## src/rtl/cpu_mem_if.sv

```systemverilog
// cpu_mem_if: merges instruction fetch and data load/store onto one 16-bit bank; CPU_MEM_IF_FAIR_ARB_EN enables anti-starvation arbitration
module cpu_mem_if #(
  parameter int AW = 15,
  parameter int DW = 16
) (
  input  logic          CLK,
  input  logic          RSTb,
  input  logic [AW-1:0] instruction_memory_address,
  input  logic          instruction_memory_read_req,
  output logic [DW-1:0] instruction_memory_data,
  output logic [AW-1:0] instruction_memory_requested_address,
  output logic          instruction_memory_success,
  input  logic [AW-1:0] data_memory_address,
  input  logic [DW-1:0] data_memory_in,
  input  logic          data_memory_read_req,
  input  logic          data_memory_write_req,
  input  logic [1:0]    data_memory_wr_mask,
  output logic [DW-1:0] data_memory_data_out,
  output logic          data_memory_success,
  output logic          data_memory_was_requested,
  output logic [1:0]    data_memory_wr_mask_out,
  output logic          bank_sw,
  output logic [AW-1:0] memory_address,
  output logic [DW-1:0] data_out,
  input  logic [DW-1:0] data_in,
  output logic [1:0]    wr_mask,
  output logic          mem_wr,
  output logic          valid,
  input  logic          rdy
);
  logic          req_d, i_win, d_st, d_ld;
  logic          t_i, t_ld, t_st;
  logic [1:0]    t_mask;
  logic [AW-1:0] t_ia;
  assign req_d   = data_memory_read_req | data_memory_write_req;
  assign valid   = RSTb & (instruction_memory_read_req | req_d);
  assign bank_sw = valid & !rdy;
`ifdef CPU_MEM_IF_FAIR_ARB_EN
  logic [2:0] streak;
  assign i_win = instruction_memory_read_req & (!req_d | streak == 3'd4);
  // count granted cycles where data beat a pending fetch
  always_ff @(posedge CLK or negedge RSTb)
    if (!RSTb) streak <= 3'd0;
    else if (rdy) streak <= (!instruction_memory_read_req || i_win) ? 3'd0 : streak + 3'd1;
`else
  assign i_win = instruction_memory_read_req & !req_d;
`endif
  assign d_st = data_memory_write_req & !i_win;
  assign d_ld = data_memory_read_req & !data_memory_write_req & !i_win;
  // stage 0: drive the bank with the winner and tag the slot; ungranted slots carry a void tag
  always_ff @(posedge CLK or negedge RSTb)
    if (!RSTb) begin
      memory_address <= '0;
      data_out       <= '0;
      wr_mask        <= 2'b00;
      mem_wr         <= 1'b0;
      t_i            <= 1'b0;
      t_ld           <= 1'b0;
      t_st           <= 1'b0;
      t_mask         <= 2'b00;
      t_ia           <= '0;
    end else begin
      mem_wr <= rdy & d_st;
      t_i    <= rdy & i_win;
      t_ld   <= rdy & d_ld;
      t_st   <= rdy & d_st;
      t_mask <= (rdy & (d_st | d_ld)) ? data_memory_wr_mask : 2'b00;
      t_ia   <= instruction_memory_address;
      if (rdy & valid) begin
        memory_address <= i_win ? instruction_memory_address : data_memory_address;
        data_out       <= data_memory_in;
        wr_mask        <= i_win ? 2'b00 : data_memory_wr_mask;
      end
    end
  // stage 1: capture bank read data and retire the slot tag to the outputs
  always_ff @(posedge CLK or negedge RSTb)
    if (!RSTb) begin
      instruction_memory_data              <= '0;
      instruction_memory_requested_address <= '0;
      instruction_memory_success           <= 1'b0;
      data_memory_data_out                 <= '0;
      data_memory_success                  <= 1'b0;
      data_memory_was_requested            <= 1'b0;
      data_memory_wr_mask_out              <= 2'b00;
    end else begin
      instruction_memory_data              <= data_in;
      instruction_memory_requested_address <= t_ia;
      instruction_memory_success           <= t_i;
      data_memory_data_out                 <= data_in;
      data_memory_success                  <= t_ld | t_st;
      data_memory_was_requested            <= t_ld;
      data_memory_wr_mask_out              <= t_mask;
    end
endmodule

```

## config.mk

```make
export PLATFORM = sky130hd
export DESIGN_NAME = cpu_mem_if
export DESIGN_NICKNAME = d
export VERILOG_FILES = /design/src/rtl/cpu_mem_if.sv
export SDC_FILE = /design/constraint.sdc
export NUM_CORES = 1
export LEC_CHECK = 0
export CAP_MARGIN = 40
export CORE_MARGIN = 2
export CORE_UTILIZATION = 36
export CTS_CLUSTER_DIAMETER = 60
export DETAILED_ROUTE_END_ITERATION = 8
export PLACE_DENSITY = 0.78
export SLEW_MARGIN = 20
export SYNTH_ARGS = -nofsm -noshare
export SYNTH_HDL_FRONTEND = slang
export SYNTH_SLANG_ARGS = --single-unit
```

## constraint.sdc

```tcl
create_clock -name CLK -period 0.97 [get_ports CLK]
set_input_delay 0.194 -clock CLK [delete_from_list [all_inputs] [get_ports CLK]]
set_output_delay 0.194 -clock CLK [all_outputs]
set_load 0.1 [all_outputs]
```

==> flow_summary.json <==
{
  "outcome": "finished with violations",
  "violations": "negative setup slack",
  "drv_slew": 0,
  "ir_drop_mv": 1.09,
  "final_area_mm2": 0.00643,
  "dpl.hpwl_um": 6320,
  "die_area_mm2": 0.00945,
  "vias": 2329,
  "grt_pass1_vias": 2668,
  "clockRootBuffer": "clkbuf_8",
  "path_clk_slew_ps": 80,
  "hold_class": "input pin to async pin",
  "fin_nets": 466,
  "final-seq-area_mm2": 0.00237,
  "p_per_area_mw_per_mm2": 1880,
  "synth_area_per_cell_um2": 15.2,
  "critical-path-top-delay-family": "buffers and inverters",
  "endpoint_kind": "primary output",
  "grt_max_degree": 42,
  "crit_arrival_ps": 1050,
  "reg2reg_slack_ps": -10,
  "wire_per_inst_um": 16.7,
  "critical_path_class": "input pin to primary output",
  "syn_inst": 206,
  "syn_area_mm2": 0.00313,
  "worst_slew_pin_slew_ps": 519,
  "drive_gt1_frac": 0.613,
  "n_fill_cell": 524,
  "drt_iter0_markers": 114,
  "port_buffers": 157,
  "multi_input_area_um2": 691,
  "initial_utilization": 0.364,
  "finalHoldViolCount": 0,
  "antenna_cells": 0,
  "grt_usage": 0.192,
  "place.gp.congestion": 0.762,
  "dp.cells": 474,
  "ant_nets": 0,
  "synth_area_leaders": "dfrtp_1, mux2_2, a222oi_1",
  "period_share": 1.28,
  "ioPinCount": 158,
  "placed_area_mm2": 0.00601,
  "drt-total-wl_um": 8520,
  "critical-path-max-stage-delay_ps": 350,
  "via_per_inst": 4.58,
  "die_w_um": 97.2,
  "p_leak_nw": 2.97,
  "clk_latency_ps": 340,
  "globalRoute.totalOverflow": 0,
  "worstPathCellList": "buf_8, buf_6, o31a_4, nor2b_4, buf_12",
  "synth.distinct_cells": 19,
  "numCtsBuffers": 9,
  "coreArea_mm2": 0.00859,
  "netlist.area_leader.share": 0.712,
  "worstRegToRegCells": 2,
  "cp.required_ps": 780,
  "yosysWarnings": 0,
  "cts_tree": "built",
  "ys_ff_latch": 89,
  "cap_violations": 0,
  "cts_buffer_depth": 2,
  "crit_cells": 5,
  "period_minus_slack_ps": 1240,
  "power_w": 0.0121,
  "ys.flop_type": "dfrtp_1",
  "die_h_um": 97.2,
  "cts.htree.levels": 3,
  "crit_start": "data_memory_read_req",
  "clkSinkCount": 89,
  "fp-row-count": 34,
  "fin_skew_ps": 5.00,
  "setup_viol": 119,
  "grt_pass1_wl_um": 14100,
  "max_slew_margin": 0.654,
  "dr.pass1.iters": 8,
  "finalNonFillerCells": 509,
  "drcViolationCount": 0,
  "seq_area_frac_synth": 0.712,
  "synth.most_common_cell": "dfrtp_1",
  "worstPathMaxFanout": 2,
  "crit_end": "bank_sw",
  "yosysTopAreaCell": "dfrtp_1",
  "worst_path_max_delay_cell": "o31a_4",
  "async_flop_share": 1.00,
  "cp_num_buf_inv": 3,
  "clock.fmax_ghz": 0.806,
  "yosys-top-cells-count": "dfrtp_1, inv_1, and3b_1, buf_4",
  "cp-start-kind": "input pin",
  "r2r_end": "memory_address[3]",
  "antenna_found_initial": 0,
  "syn_nets": 276,
  "holdWs_ps": 54.8,
  "grt_setup_unrepaired": "true",
  "worst_slack_ps": -270,
  "tns_ps": -19450,
  "area_delta_synth_final_pct": 106,
  "synth_edf_count": 0,
  "reg2reg_from": "memory_address[3]"
}
## state kept, by name, indices dropped and copies added, names as in the netlist
register / cells
t_mask: 2
wr_mask: 2
data_memory_data_out: 16
t_st: 1
t_i: 1
t_ld: 1
data_memory_was_requested: 1
data_memory_wr_mask_out: 2
instruction_memory_success: 1
instruction_memory_requested_address: 15
data_out: 16
t_ia: 15
data_memory_success: 1
memory_address: 15
## cell families (layout without fill, tap and decap cells)
group           Yosys count  in the layout  share of synthesized area
compound gates           20             20                     0.0688
buf+inv                  56            251                     0.0972
flops                    89             89                      0.712
mux                      16             16                     0.0576
simple gates             25             25                     0.0648
## where the power goes
group	internal, W	leakage (nW)	switching, W	total [W]
sequential	0.00413	0.977	0.000370	0.00451
clock	0.00119	0.0933	0.00123	0.00242
combinational	0.00205	1.90	0.00309	0.00514
## layout make-up
class	count	area share
Timing Repair Buffer	205	0.456
Sequential cell	89	0.368
Multi-Input combinational cell	61	0.107
Tap cell	108	0.0210
Clock buffer	11	0.0204
Inverter	30	0.0175
Clock inverter	5	0.00875
## worst register-to-register path, cell delays in order, from the launching register on
cell and delay, ps:
dfrtp_4 440, inv_2 40, a222oi_1 370
## stage by stage
| stage | worst slack (ps) | util |
|---|---|---|
| global placement | -747 | 0.699 |
| global route | -309 | 0.748 |
| CTS | -286 | 0.742 |
| finish | -270 | 0.748 |
| detailed placement | -773 | 0.699 |
| floorplan | -572 | - |
## how the worst min path moves through the flow
stage	from	end	slack, ps	depth (start not counted)
final	RSTb	memory_address[1]	50	3
after global routing	RSTb	memory_address[1]	60	3
after CTS	RSTb	memory_address[1]	50	3
after detailed placement	RSTb	t_ia[14]	170	2
after global placement	RSTb	t_ia[14]	170	2
after floorplan	RSTb	data_memory_success	-100	0
## metal layers
metal	GRT usage	vias up	wire, um
li1	-	1059	-
met1	0.226	1157	3230
met2	0.345	111	4700
met3	0.0576	2	570
met4	0.0449	0	20
met5	0	-	0
## cell usage in the layout, fill, tap and decap left out, types with 3 or more instances in the layout
cell type and count:
buf_12 91, and2_1 3, dfrtp_2 48, buf_4 28
clkbuf_8 9, a222oi_1 15, dlygate4sd3_1 3, inv_1 29
buf_8 3, buf_6 14, dfrtp_1 19, dfrtp_4 22
and3b_1 16, mux2_4 16, clkdlybuf4s50_1 64
## what timing repair did
| item | CTS | global route |
|---|---|---|
| buffers inserted | 12 | 7 |
| hold endpoints to repair | 14 | 0 |
| gates resized for setup | 31 | 12 |
| pin swaps | 3 | 6 |
| hold buffers | 3 | 0 |
| endpoints found under the setup margin | 124 | 111 |
| gates cloned | 1 | 1 |
No activity file was read; power rests on OpenSTA's default activity.
